<file path="config.mk">
export PLATFORM = sky130hd
export DESIGN_NAME = line_xfer_ctrl
export DESIGN_NICKNAME = d
export VERILOG_FILES = /design/src/rtl/line_xfer_ctrl.sv
export SDC_FILE = /design/constraint.sdc
export NUM_CORES = 2
export LEC_CHECK = 0
export ABC_AREA = 1
export CAP_MARGIN = 10
export CORE_AREA = 4 4 517 519
export DETAILED_ROUTE_END_ITERATION = 8
export DIE_AREA = 0 0 521 523
export PLACE_DENSITY = 0.35
export SETUP_SLACK_MARGIN = 0.3
export SKIP_LAST_GASP = 1
export SLEW_MARGIN = 20
export SYNTH_ARGS = -nofsm -noshare
export SYNTH_HDL_FRONTEND = slang
export SYNTH_SLANG_ARGS = --single-unit
</file>
<file path="constraint.sdc">
create_clock -name clk -period 6.58 [get_ports clk]
set_input_delay 1.974 -clock clk [delete_from_list [all_inputs] [get_ports clk]]
set_output_delay 1.974 -clock clk [all_outputs]
set_load 0.02 [all_outputs]
</file>
<file path="src/rtl/line_xfer_ctrl.sv">
// Miss sequencer for one arbiter channel: optional dirty writeback, then line read and fill.
// Optional watchdog / response-tag filter enabled by defining LINE_XFER_TIMEOUT_EN.
module line_xfer_ctrl #(
  parameter int                       BUS_DATA_WIDTH = 64,
  parameter int                       BUS_TAG_WIDTH  = 13,
  parameter logic [BUS_TAG_WIDTH-2:0] TAG_ID         = 12'h000
) (
  input  logic                        clk,
  input  logic                        reset,
  input  logic                        miss_valid,
  output logic                        miss_ready,
  input  logic [BUS_DATA_WIDTH-1:0]   fill_addr,
  input  logic                        wb_valid,
  input  logic [BUS_DATA_WIDTH-1:0]   wb_addr,
  input  logic [8*BUS_DATA_WIDTH-1:0] wb_data,
  output logic                        fill_done,
  output logic [8*BUS_DATA_WIDTH-1:0] fill_data,
  output logic                        reqcyc,
  input  logic                        reqack,
  output logic [BUS_DATA_WIDTH-1:0]   req,
  output logic [BUS_TAG_WIDTH-1:0]    reqtag,
  input  logic                        respcyc,
  output logic                        respack,
  input  logic [BUS_DATA_WIDTH-1:0]   resp,
  input  logic [BUS_TAG_WIDTH-1:0]    resptag,
  output logic                        xfer_err
);

  localparam int LINE_W = 8 * BUS_DATA_WIDTH;
  localparam int OFF_W  = 6;

  typedef enum logic [2:0] {IDLE, WB_ADDR, WB_DATA, RD_ADDR, RD_DATA, DONE} state_t;

  state_t                    state, state_nxt;
  logic [2:0]                cnt;
  logic [BUS_DATA_WIDTH-1:0] fill_addr_q, wb_addr_q;
  logic [LINE_W-1:0]         wb_buf, fill_buf;
  logic                      accept, beat_done, resp_take, tag_ok, timeout, op;

  assign accept    = miss_valid && (state == IDLE);
  assign beat_done = reqcyc && reqack;
  assign resp_take = (state == RD_DATA) && respcyc && tag_ok;
  assign fill_data = fill_buf;

`ifdef LINE_XFER_TIMEOUT_EN
  logic [15:0] wdog;
  logic        active;
  logic        unused_bits;

  assign active      = (state == WB_ADDR) || (state == WB_DATA) ||
                       (state == RD_ADDR) || (state == RD_DATA);
  assign tag_ok      = (resptag[BUS_TAG_WIDTH-2:0] == TAG_ID);
  assign timeout     = active && (wdog == '1);
  assign xfer_err    = timeout;
  assign unused_bits = ^{resptag[BUS_TAG_WIDTH-1], fill_addr[OFF_W-1:0], wb_addr[OFF_W-1:0]};

  // Mismatched-tag beats are still acked, so they count as bus progress.
  always_ff @(posedge clk) begin
    if (reset || !active || beat_done || respack) wdog <= '0;
    else                                          wdog <= wdog + 16'd1;
  end
`else
  logic unused_bits;

  assign tag_ok      = 1'b1;
  assign timeout     = 1'b0;
  assign xfer_err    = 1'b0;
  assign unused_bits = ^{resptag, fill_addr[OFF_W-1:0], wb_addr[OFF_W-1:0]};
`endif

  always_ff @(posedge clk) begin
    if (reset) state <= IDLE;
    else       state <= state_nxt;
  end

  always_comb begin
    state_nxt = state;
    case (state)
      IDLE:    if (accept) state_nxt = wb_valid ? WB_ADDR : RD_ADDR;
      WB_ADDR: if (beat_done) state_nxt = WB_DATA;
      WB_DATA: if (beat_done && cnt == 3'd7) state_nxt = RD_ADDR;
      RD_ADDR: if (beat_done) state_nxt = RD_DATA;
      RD_DATA: if (resp_take && cnt == 3'd7) state_nxt = DONE;
      DONE:    state_nxt = IDLE;
      default: state_nxt = IDLE;
    endcase
    if (timeout) state_nxt = IDLE;
  end

  always_comb begin
    miss_ready = (state == IDLE);
    fill_done  = (state == DONE);
    reqcyc     = 1'b0;
    respack    = 1'b0;
    req        = '0;
    op         = 1'b0;
    case (state)
      WB_ADDR: begin reqcyc = 1'b1; op = 1'b1; req = wb_addr_q; end
      WB_DATA: begin reqcyc = 1'b1; op = 1'b1; req = wb_buf[BUS_DATA_WIDTH*cnt +: BUS_DATA_WIDTH]; end
      RD_ADDR: begin reqcyc = 1'b1; req = fill_addr_q; end
      RD_DATA: respack = respcyc;
      default: ;
    endcase
    reqtag = reqcyc ? {op, TAG_ID} : '0;
  end

  always_ff @(posedge clk) begin
    if (reset) begin
      cnt         <= '0;
      fill_addr_q <= '0;
      wb_addr_q   <= '0;
      wb_buf      <= '0;
      fill_buf    <= '0;
    end else begin
      if (accept) begin
        fill_addr_q <= {fill_addr[BUS_DATA_WIDTH-1:OFF_W], {OFF_W{1'b0}}};
        wb_addr_q   <= {wb_addr[BUS_DATA_WIDTH-1:OFF_W], {OFF_W{1'b0}}};
        wb_buf      <= wb_data;
        cnt         <= '0;
      end
      // Address beats restart the counter; data beats advance it and wrap 7->0.
      if (beat_done) begin
        if (state == WB_DATA) cnt <= cnt + 3'd1;
        else                  cnt <= '0;
      end
      if (resp_take) begin
        fill_buf[BUS_DATA_WIDTH*cnt +: BUS_DATA_WIDTH] <= resp;
        cnt <= cnt + 3'd1;
      end
    end
  end

endmodule

</file>
==> results by group <==
Outcome
  • Status: completed

Placed design
  • Detailed Place HPWL: 213300 um
  • Gp weighted congestion: 0.8487
  • DP Area: 63160 sq um
  • Port Buf Inserts: 1278
  • Worst slack, placed: 1.155 ns

CTS
  • Root buf cell: clkbuf_16
  • CTS-repair resized insts: 0
  • Post-CTS Setup Inserts: 0
  • Clock sinks: 1146
  • H-tree level count: 4
  • TritonCTS Buffers: 149
  • Longest Clk Path Bufs: 3
  • Clk_lat worst skew: 0.78 ns
  • Hold buffers post-CTS: 0
  • TritonCTS clock tree: built
  • Clock slew at reported path FFs: 0.06 ns

Finish
  • Reg area: 22950 sq um
  • Area delta synth->final: 44.46%
  • # nets final: 8263
  • Filler cell count: 29030
  • Share of cells above drive strength 1: 4.759%
  • Post-route cell area: 68370 sq um
  • Multi-input gate area: 20600 sq um

Routing
  • Final ANT Viol Nets: 0
  • WL/cell: 25.98 um
  • Vias: 49880
  • Drt pass-1 iters: 6
  • Drt total wl: 292100 um
  • Iter 0 DRT Violations: 3673
  • DRC: 0
  • Via density: 4.437

Power and ir drop
  • Power share of the clock group: 36.3%
  • Sequential Power Share: 36.3%
  • LEAKAGE: 0.02579 uW
  • Pwr Density: 339.8 nW/um^2
  • Peak supply drop: 0.2475 mV
  • Psw: 8460 uW
  • Gate power share: 27.4%
  • Switching share of total power: 36.42%
  • Cell internal pwr: 14770 uW

Synthesis
  • Seq/Total Area, Yosys: 48.48%
  • Post-synth EDFFs: 0
  • Synth warn: 0
  • Synthesized cell area: 47320 sq um
  • Number of unique standard cell types used by synthesis: 30
  • Average size of a mapped cell: 7.191 sq um
  • Mapped Cells: 6581
  • Ys async rst share: 0%
  • Seq cells post-synth: 1146
  • Top_reg_cell synth: dfxtp_1

Worst setup path
  • Depth of the most critical reg-to-reg path: 10
  • Critical Path End Type: output pin
  • Worst reg2reg path endpoint: fill_data[42]$_SDFFE_PP0P_
  • Reg2reg start: cnt[0]$_SDFFE_PP0P_
  • CP max FO: 45
  • Critical path launch point: cnt[1]$_SDFFE_PP0P_
  • Crit start category: flip-flop
  • Critical Path RT: 4.61 ns
  • Setup CP Type: flip-flop to output pin
  • Worst Path Arrival: 4.01 ns
  • FF-to-FF setup slack: 1.84 ns
  • Worst Setup EP: req[56]

Timing
  • Setup slack after layout: 0.5918 ns
  • Worst-margin pin slew: 1.190 ns
  • Period utilization: 91.01%
  • Max Clk Rate: 0.1670 GHz
  • Final hold vios: 0
  • Tmin final: 5.988 ns
  • Slew HR: 19.81%
  • Layout Skew: 0.03299 ns
  • Final setup violation count: 0
  • Max-slew violation count: 0
  • Setup TNS: 0 ns
  • RSZ-0062 raised after global routing: false

Floorplanning
  • Ports: 1317
  • Die Wd: 521 um
  • Die area: 272500 sq um
  • Core area: 262000 sq um
  • Height of the chip: 523 um
  • Initial Util: 18.06%
  • # rows: 188

GRT
  • GR Overflow Total: 0
  • First-pass GRT wire length: 394300 um
  • Initial antenna violation count: 161
  • Largest net degree at the start of global routing: 171
  • Via count of the first global-routing pass: 48090
  • Global-route usage over all layers: 20.38%

Hold path
  • Hold crit path type: flip-flop to flip-flop

Job
  • # Max-Cap Violations: 0
[power groups by stage]
| stage | sequential [uW] | clock, uW | combinational, uW |
|---|---|---|---|
| final | 8440 | 8430 | 6370 |
| after global placement | 8560 | 0 | 6450 |
| after CTS | 8430 | 8710 | 6490 |
| after floorplan | 8480 | 0 | 3640 |
| after detailed placement | 8570 | 0 | 6470 |
| after global routing | 8530 | 8940 | 6980 |
[metal layers]
layer | track usage, % | wire length (um)
met4 | 8.371 | 12030
met3 | 6.869 | 23630
met1 | 23.29 | 115000
met5 | 0 | 665
met2 | 34.79 | 140800
[cell type report]
cell class              instances  share of cell area (%)
multi-input cells            4522                   30.13
repair buffers               1371                   20.33
inverters                     344                   1.918
clock buffers                 230                   6.607
diodes                         80                  0.2928
well taps                    3515                   6.433
flip-flops and latches       1146                   33.57
clock inverters                35                  0.7137
[how the worst min path moves through the flow]
stage,start,to,cells past startpoint
finish,wb_buf[128]$_SDFFE_PP0P_,wb_buf[128]$_SDFFE_PP0P_,2
CTS,wb_buf[338]$_SDFFE_PP0P_,wb_buf[338]$_SDFFE_PP0P_,2
detailed placement,wb_buf[338]$_SDFFE_PP0P_,wb_buf[338]$_SDFFE_PP0P_,2
global placement,wb_buf[171]$_SDFFE_PP0P_,wb_buf[171]$_SDFFE_PP0P_,2
global route,wb_buf[469]$_SDFFE_PP0P_,wb_buf[469]$_SDFFE_PP0P_,2
floorplan,wb_buf[135]$_SDFFE_PP0P_,wb_buf[135]$_SDFFE_PP0P_,2
[registers in the layout, indices dropped and copies added, names as in the netlist]
register	flops
wb_addr_q	58
cnt	3
fill_data	512
fill_addr_q	58
state	3
wb_buf	512
[metrics by stage]
| stage | total power [uW] | std cells | util [%] | hold slack, ns |
|---|---|---|---|---|
| after detailed placement | 15040 | 10900 | 24.10 | 0.4417 |
| after global routing | 24450 | 11200 | 26.05 | 0.4663 |
| after CTS | 23630 | 11160 | 26.01 | 0.4506 |
| final | 23230 | 11240 | 26.09 | 0.4502 |
| after floorplan | 12120 | 6593 | - | 0.4244 |
| after global placement | 15010 | 10900 | 24.10 | 0.4369 |
[cell families after synthesis]
logic type / count (synthesis) / synth area share [%]
flip-flops: 1146 / 48.48
other: 1 / 0.007924
buffers and inverters: 925 / 8.273
AND/OR/NAND/NOR: 2840 / 24.72
AO/OA/AOI/OAI: 1663 / 18.36
adder cells (fa/ha/maj): 6 / 0.1586
[worst max-delay path: stages, from the launching register on]
cell	delay, ns
dfxtp_4	0.70
buf_12	0.31
buf_4	0.26
a21oi_1	0.05
o21ai_0	0.15
nand3_1	0.54
nand2_1	0.35
nand2_1	0.13
clkdlybuf4s50_1	0.61
[placed cells by master, fill, tap and decap left out, types with 42 or more instances in the layout]
master              n
o21ai_1           127
clkbuf_16         152
buf_4              62
o21ai_0           606
o211ai_1           89
nand3_1           605
clkdlybuf4s50_1  1275
dfxtp_1          1143
nand2_1           978
a21oi_1           783
a22oi_1            58
inv_1             331
nor3_1            125
nor2_1           1109
diode_2            80
clkbuf_8           42
[synth_stat cells (3+ instances only)]
| library cell | number | area [sq um] |
|---|---|---|
| dfxtp_1 | 1146 | 22940 |
| nor2_1 | 1109 | 4163 |
| nand2_1 | 980 | 3679 |
| a21oi_1 | 783 | 3919 |
| nand3_1 | 606 | 3033 |
| o21ai_0 | 606 | 3033 |
| clkbuf_1 | 350 | 1314 |
| inv_1 | 337 | 1265 |
| buf_2 | 164 | 820.8 |
| o21ai_1 | 127 | 635.6 |
| nor3_1 | 125 | 625.6 |
| o211ai_1 | 89 | 668.1 |
| a22oi_1 | 58 | 435.4 |
| buf_1 | 24 | 90.09 |
| buf_6 | 21 | 236.5 |
| buf_4 | 20 | 150.1 |
| inv_2 | 7 | 26.28 |
| ha_1 | 6 | 75.07 |
| nand2_2 | 4 | 25.02 |
| nor2_2 | 3 | 18.77 |
| nor2_4 | 3 | 33.78 |
| nor3_2 | 3 | 30.03 |
(Power assumes the default switching activity.)
